$ cat src/rtl/text_glyph_ctrl.sv
// text_glyph_ctrl: text-window glyph sequencer for the 8x16 character ROM.
// Keeps a COLS x ROWS buffer of character codes with blink attributes, maps
// each raster pixel to its cell and glyph row, drives the ROM address, and
// produces the foreground pixel with sync/video delayed to stay aligned
// (fixed 2-cycle latency).
module text_glyph_ctrl #(
    parameter int COLS         = 16,
    parameter int ROWS         = 4,
    parameter int X_ORG        = 64,
    parameter int Y_ORG        = 32,
    parameter int BLINK_FRAMES = 30
) (
    input  logic       clk,
    input  logic       reset,
    input  logic [9:0] pixel_x,
    input  logic [9:0] pixel_y,
    input  logic       video_on,
    input  logic       hsync_in,
    input  logic       vsync_in,
    input  logic       wr_req,
    input  logic [5:0] wr_addr,
    input  logic [4:0] wr_code,
    input  logic       wr_blink,
    output logic       wr_ack,
    output logic       wr_err,
    output logic [3:0] rom_sel,
    output logic [1:0] rom_ad,
    output logic [3:0] rom_lsby,
    input  logic [7:0] rom_data,
    output logic       pixel_on,
    output logic       video_on_out,
    output logic       hsync_out,
    output logic       vsync_out,
    output logic       blink_phase
);

    localparam int CELLS = COLS * ROWS;
    localparam int AW    = (CELLS > 1) ? $clog2(CELLS) : 1;
    localparam int FW    = $clog2(BLINK_FRAMES + 1);

    // Text buffer: character code and blink attribute per cell
    logic [4:0]       code_mem [CELLS];
    logic [CELLS-1:0] blink_mem;

    // Window geometry (11-bit so that x < X_ORG wraps high and fails the range test)
    logic [10:0]   dx, dy;
    logic          in_window;
    logic [AW-1:0] rd_idx;
    logic [4:0]    rd_code;
    logic          rd_blink;

    // Write side
    logic          wr_take;
    logic          wr_in_range;
    logic [AW-1:0] wr_idx;

    // Stage-1 registers
    logic [2:0]    bit_s1;
    logic          win_s1, blank_s1, blinked_s1;
    logic          vid_s1, hs_s1, vs_s1;

    // Blink frame counter
    logic [FW-1:0] frame_cnt;

    assign dx        = {1'b0, pixel_x} - 11'(X_ORG);
    assign dy        = {1'b0, pixel_y} - 11'(Y_ORG);
    assign in_window = (dx < 11'(8 * COLS)) && (dy < 11'(16 * ROWS));
    assign rd_idx    = AW'(32'(dy[10:4]) * 32'(COLS) + 32'(dx[10:3]));
    assign rd_code   = code_mem[rd_idx];
    assign rd_blink  = blink_mem[rd_idx];

    assign wr_take     = wr_req & ~wr_ack;
    assign wr_in_range = 32'(wr_addr) < 32'(CELLS);
    assign wr_idx      = wr_addr[AW-1:0];

    // Buffer storage: cleared to blank on reset, written on an accepted in-range request
    always_ff @(posedge clk or negedge reset) begin
        if (!reset) begin
            // NOTE: the buffer must come up blank, so it is a reset register array rather than a RAM.
            for (int i = 0; i < CELLS; i++) code_mem[i] <= '0;
            blink_mem <= '0;
        end else if (wr_take && wr_in_range) begin
            // NOTE: non-blocking writes keep a same-cycle read of this cell returning the old value.
            code_mem[wr_idx]  <= wr_code;
            blink_mem[wr_idx] <= wr_blink;
        end
    end

    // Write handshake: one-cycle ack, no new request taken while ack is high
    always_ff @(posedge clk or negedge reset) begin
        if (!reset) begin
            wr_ack <= 1'b0;
            wr_err <= 1'b0;
        end else begin
            wr_ack <= wr_take;
            wr_err <= wr_take & ~wr_in_range;
        end
    end

    // Blink timing: count vsync rising edges, toggle the phase every BLINK_FRAMES frames
    always_ff @(posedge clk or negedge reset) begin
        if (!reset) begin
            frame_cnt   <= '0;
            blink_phase <= 1'b0;
        end else if (vsync_in && !vs_s1) begin
            if (frame_cnt == FW'(BLINK_FRAMES - 1)) begin
                frame_cnt   <= '0;
                blink_phase <= ~blink_phase;
            end else begin
                frame_cnt <= frame_cnt + 1'b1;
            end
        end
    end

    // Stage 1: cell lookup and ROM addressing; ROM fields hold outside the window
    always_ff @(posedge clk or negedge reset) begin
        if (!reset) begin
            rom_sel    <= '0;
            rom_ad     <= '0;
            rom_lsby   <= '0;
            bit_s1     <= '0;
            win_s1     <= 1'b0;
            blank_s1   <= 1'b0;
            blinked_s1 <= 1'b0;
            vid_s1     <= 1'b0;
            hs_s1      <= 1'b0;
            vs_s1      <= 1'b0;
        end else begin
            win_s1 <= in_window;
            vid_s1 <= video_on;
            hs_s1  <= hsync_in;
            vs_s1  <= vsync_in;
            if (in_window) begin
                rom_sel    <= {1'b0, rd_code[4:2]};
                rom_ad     <= rd_code[1:0];
                rom_lsby   <= dy[3:0];
                bit_s1     <= dx[2:0];
                blank_s1   <= (rd_code[4:2] == 3'd0);
                blinked_s1 <= rd_blink & blink_phase;
            end
        end
    end

    // Stage 2: glyph bit select and aligned sync/video outputs
    always_ff @(posedge clk or negedge reset) begin
        if (!reset) begin
            pixel_on     <= 1'b0;
            video_on_out <= 1'b0;
            hsync_out    <= 1'b0;
            vsync_out    <= 1'b0;
        end else begin
            pixel_on     <= vid_s1 & win_s1 & ~blank_s1 & ~blinked_s1 & rom_data[3'd7 - bit_s1];
            video_on_out <= vid_s1;
            hsync_out    <= hs_s1;
            vsync_out    <= vs_s1;
        end
    end

endmodule
$ cat config.mk
export PLATFORM = sky130hd
export DESIGN_NAME = text_glyph_ctrl
export DESIGN_NICKNAME = d
export VERILOG_FILES = /design/src/rtl/text_glyph_ctrl.sv
export SDC_FILE = /design/constraint.sdc
export NUM_CORES = 1
export LEC_CHECK = 0
export ABC_AREA = 0
export CAP_MARGIN = 10
export CORE_MARGIN = 2
export CORE_UTILIZATION = 50
export DETAILED_ROUTE_END_ITERATION = 16
export PLACE_DENSITY = 0.7
export SETUP_SLACK_MARGIN = 0.4
export SYNTH_ARGS = -nofsm -noshare
export SYNTH_HDL_FRONTEND = slang
export SYNTH_SLANG_ARGS = --single-unit
export TNS_END_PERCENT = 100
$ cat constraint.sdc
create_clock -name clk -period 2.5 [get_ports clk]
set_clock_uncertainty 0.1 [all_clocks]
set_input_delay 0.25 -clock clk [delete_from_list [all_inputs] [get_ports clk]]
set_output_delay 0.25 -clock clk [all_outputs]
set_load 0.01 [all_outputs]
# Word-level counts from Yosys, hierarchy flattened
# Cells that the tools add are included.
# W data, S select, Z words.
# word_totals
regBits	413
latchBits	0
ramBits	0
rom_bits	0
input_bits	46
out_inout_bits	17
elab_cells	130
n_memories	0
# classes
n_addsub	5
n_mul	0
div	0
n_lt_le_gt_ge	9
n_eq_ne	1
n_shift	0
muxes	14
bitwise_logic	12
reduce_logical	7
# ops
cell	count
$bwmux W320	1
$bwmux W64	1
$bmux W5 S6	1
$demux W5 S6	1
$mux W5	4
$ge A7 B7 Y1 const B	2
$lt A6 B7 Y1 const B	2
$not A6 Y7	2
$lt A11 B7 Y1 const B	1
$lt A11 B8 Y1 const B	1
$sub A10 B6 Y11 const B	1
$sub A10 B7 Y11 const B	1
$lt A7 B1 Y1 const B	1
$add A6 B6 Y6	1
$and A1 B1 Y1	6
$bmux W1 S6	1
$demux W1 S6	1
$ge A6 B1 Y1 const B	1
$add A5 B1 Y5 const B	1
$eq A5 B5 Y1 const B	1
$logic_and A1 B1 Y1	4
$lt A3 B4 Y1 const B	1
$not A1 Y1	4
$bmux W1 S3	1
5 further kinds	7

# Depth between registers and ports, before layout
# Gate-level depths: netlist (run 1).
# depth
depth_word	7
depth_mapped	13
depth_no_buf	10

# Least setup slack after synthesis (run 1)
# Ideal clock, no wire load.
# synth_path
kind	input -> register
from	input pixel_x[6]
to	register blinked_s1
setup_time_ns	0.135
arrival_time_ns	3.262
required_ns	2.265
path_slack_ns	-0.997
cell_stages	12
n_path_buf	3
cell_sequence	buf_2 -> clkbuf_1 -> inv_1 -> ha_1 -> inv_1 -> ha_1 -> xor2_1 -> xnor2_1 -> buf_2 -> mux4_2 -> a221oi_1 -> o22ai_1
# synth_via
elab_chain_len	5
word_cells_on_any_way	7
cone_classes	2 x add/sub; 1 x order compare; 2 x mux; 1 x bitwise; 1 x reduce/logical
# synth_rtl
item	line_no	source
start, declared	15	input logic [9:0] pixel_x,
$sub A10 B7 Y11 (*)	65	assign dx = {1'b0, pixel_x} - 11'(X_ORG);
$add A6 B6 Y6	68	assign rd_idx = AW'(32'(dy[10:4]) * 32'(COLS) + 32'(dx[10:3]));
$bmux W1 S6	70	assign rd_blink = blink_mem[rd_idx];
$mux W1 (not written as such)	70	
$and A1 B1 Y1	139	blinked_s1 <= rd_blink & blink_phase;
end signal, assigned	139	
end, declared	59	logic win_s1, blank_s1, blinked_s1;
# Mark *: on every way between the ends. The rest lies on a longest branch, timed or not. The select of a mux whose other input is x is not followed.
# A chain may end at the register's enable or synchronous reset.

# Worst setup path in the final report (run 1)
# layout_path
from	register code_mem[80] (netlist name)
to	register rom_ad[0]
# layout_via
elab_chain_len	3
# layout_rtl
item	line_no	source
start, declared	42	logic [4:0] code_mem [CELLS];
start signal, assigned by index	84	code_mem[wr_idx] <= wr_code;
$bmux W5 S6	69	assign rd_code = code_mem[rd_idx];
$mux W5 (not written as such) (2 in series)	69	
end signal, assigned	135	rom_ad <= rd_code[1:0];
end, declared	27	output logic [1:0] rom_ad,
# Every way passes these cells. The select of a mux whose other input is x is not followed.

==> results of run 1 <==
-- repair_timing --
action	4_1_cts	5_1_grt
hold buffers	1	0
pin swaps	4	12
setup endpoints to repair	14	45
setup buffers	4	7
endpoints found under the hold margin	372	0
gates resized for setup	9	26
-- worst max path at each step --
stage | end | start | slack, ns
after global routing | rom_ad[1] | code_mem[81] | 0.09
after floorplan | blinked_s1 | pixel_x[6] | -0.17
final | rom_ad[0] | code_mem[80] | 0.13
after CTS | rom_ad[1] | code_mem[81] | 0.13
after global placement | blinked_s1 | pixel_x[6] | -0.68
after detailed placement | blinked_s1 | pixel_x[6] | -0.70
-- layout make-up --
cell class,count,area [um^2]
clock buffers,66,1340
clock inverters,14,156
fillers,2811,14300
inverters,10,45.0
multi-input cells,735,8490
flip-flops and latches,413,10300
well taps,511,639
repair buffers,231,2230
-- sequential cells by signal, indices dropped and copies added, names as in the netlist, 2 cells and up --
register	count
rom_lsby	4
rom_sel	3
bit_s1	3
frame_cnt	5
rom_ad	2
code_mem	320
blink_mem	64
-- layout by cell type (no fill, tap or decap), types with 6 or more instances in the layout --
| cell | n |
|---|---|
| a22oi_1 | 7 |
| buf_12 | 30 |
| buf_2 | 6 |
| buf_4 | 139 |
| clkbuf_1 | 10 |
| clkbuf_16 | 47 |
| clkbuf_8 | 9 |
| clkdlybuf4s50_1 | 48 |
| clkinv_2 | 7 |
| dfrtp_1 | 413 |
| inv_1 | 7 |
| mux2_2 | 391 |
| mux2i_1 | 19 |
| mux4_2 | 106 |
| nand2_1 | 47 |
| nand2b_1 | 6 |
| nor2_1 | 36 |
| nor2b_1 | 7 |
| o21ai_0 | 9 |
-- stage by stage --
stage	power [W]	std cells	cell area, um^2	setup WS (ns)	utilization [%]
after floorplan	0.00934	1249	19200	-0.170	-
after global placement	0.0103	1888	21500	-0.676	57.2
after detailed placement	0.0104	1888	21500	-0.696	57.2
after CTS	0.0171	1973	23100	0.126	61.4
after global routing	0.0177	1980	23200	0.0873	61.8
final	0.0170	1980	23200	0.128	61.8
-- power breakdown --
part / internal [W] / switching, W / total [W]
combinational: 0.00143 / 0.00109 / 0.00252
sequential: 0.00744 / 0.000399 / 0.00784
clock: 0.00401 / 0.00268 / 0.00669
total: 0.0129 / 0.00418 / 0.0170
-- kinds of logic after synthesis --
group | after synthesis | synth area share, %
mux | 524 | 37.1
flops | 413 | 54.3
simple gates | 150 | 3.90
buf+inv | 101 | 2.32
compound gates | 49 | 1.76
fa+ha+maj | 5 | 0.329
xor+xnor | 5 | 0.230
other cells | 1 | 0.0197
-- per-layer routing --
metal  GRT usage (%)  routed length, um  vias to the layer above
met5               0                  0                        -
met4            8.18               1320                        0
met3            4.79               2690                       77
met2            39.1              22300                      313
met1            35.5              21200                     6152
li1                -                  -                     5018
-- worst max-delay path: cells and delay by family (launching register included) --
family / cells / cell delay [ns]
multiplexers: 4 / 1.80
flip-flops: 1 / 0.38
==> key figures, run 1 <==
Timing
  • Crit share post-route: 94.9%
  • Final-report setup violation count: 0
  • Max-slew violations: 0
  • Hold Vio Cnt, Final: 0
  • Tmin final: 2.37 ns
  • Worst slew margin: 48.9%
  • Setup total negative slack: 0 ns
  • Min Hold Slack: 0.0284 ns
  • Worst-margin pin slew: 0.767 ns
  • RSZ-0062 raised after global routing: true
  • Fmax: 0.422 GHz

Setup path
  • Worst path slowest cell: mux4_2
  • Crit-path max FO: 2
  • R2R setup slack: 0.13 ns
  • Worst r2r dst: rom_ad[0]
  • Setup crit end kind: flop
  • Worst r2r src: code_mem[80]
  • Critical Path Start Type: flop
  • Required time of the critical path: 2.86 ns
  • Most frequent CP cell: mux4_2
  • CP peak stage delay: 0.54 ns
  • CP cell instances: mux4_2 > mux4_2 > mux4_2 > mux2_2
  • Cell depth of the worst flop-to-flop path: 4
  • Crit Path Class: reg2reg
  • Arrival @ worst endpoint: 2.74 ns

Die
  • Die area: 0.0396 mm^2
  • Chip Width: 199 um
  • # rows: 71
  • Initial Util: 50.7%
  • Die height: 199 um
  • Core area: 0.0376 mm^2
  • # IOs: 63

Placed design
  • Placer Congestion: 0.855
  • Port Buffer Count: 60
  • DPL Wire Length: 32200 um

Clock network
  • CTS tree: built
  • Max Root-Sink Buffers: 3
  • Clock Sinks: 413
  • CTS H-tree lvls: 2
  • Later-pin clock latency in the skew report: 0.57 ns
  • CTS clock-pin slew for the worst setup and hold paths: 0.06 ns
  • Total CTS buffers: 45
  • Clk root buf: clkbuf_16

Synthesis
  • Synth Cell Area: 0.0190 mm^2
  • Cells after synthesis: 1248
  • Post-synth cell types: 51
  • Synth top area cells: dfrtp_1, mux2_2, mux4_2
  • Share of Yosys cell area claimed by the top area cell type: 54.3%
  • Synth warn: 0
  • Number of synthesized flops with an enable pin: 0
  • Most common flop cell mapped by yosys: dfrtp_1
  • Async SR Flop Fraction: 100%
  • Register bit total from synthesis: 413
  • Most numerous cell in the Yosys netlist: dfrtp_1
  • Sequential area share after synthesis: 54.3%
  • Synth Area per Inst: 15.3 um^2
  • Commonest cells post-synth: dfrtp_1, mux2_2, mux4_2
  • Area leader, netlist: dfrtp_1

Pwr
  • Worst vdd ir: 0.456 mV
  • Lkg Pwr: 10.9 nW
  • PwrDens: 734 mW/mm^2

Final layout
  • Fraction of layout cells with a size suffix above 1: 54.0%
  • Nets@finish: 1487
  • ANT cells: 0
  • Layout area overhead: 22.1%

Hold path
  • Hold Path Depth: 1
  • Hold Path Sink: hs_s1
  • Critical hold path startpoint: hsync_in
  • Worst hold path class: in2reg

Drt
  • Detail Route Antenna Nets: 0
  • Vias per Instance: 5.84
  • Initial DRC Count: 737
  • DRC: 0
  • Drt wl/cell: 24.0 um
  • Routed vias: 11600
  • Drt pass-1 iters: 5
  • Routed wire length: 47500 um

Global routing
  • Global-route usage over all layers: 25.0%
  • Initial antenna violation count: 0
  • Vias in the first global route: 12000
  • Total grt overflow: 0
  • Largest net degree at the start of global routing: 77
  • First-pass GRT wire length: 74100 um

Flow run
  • Max cap viols: 0

Status
  • Run status: finished, final reports clean
Note: power is estimated with default switching activity, not from simulation.
==> inputs of run 2 (changes only) <==
Settings changed: GPL_ROUTABILITY_DRIVEN from default to 0.
==> results of run 2 <==
Same layout as run 1: the final DEF is identical, and so are final timing and power.
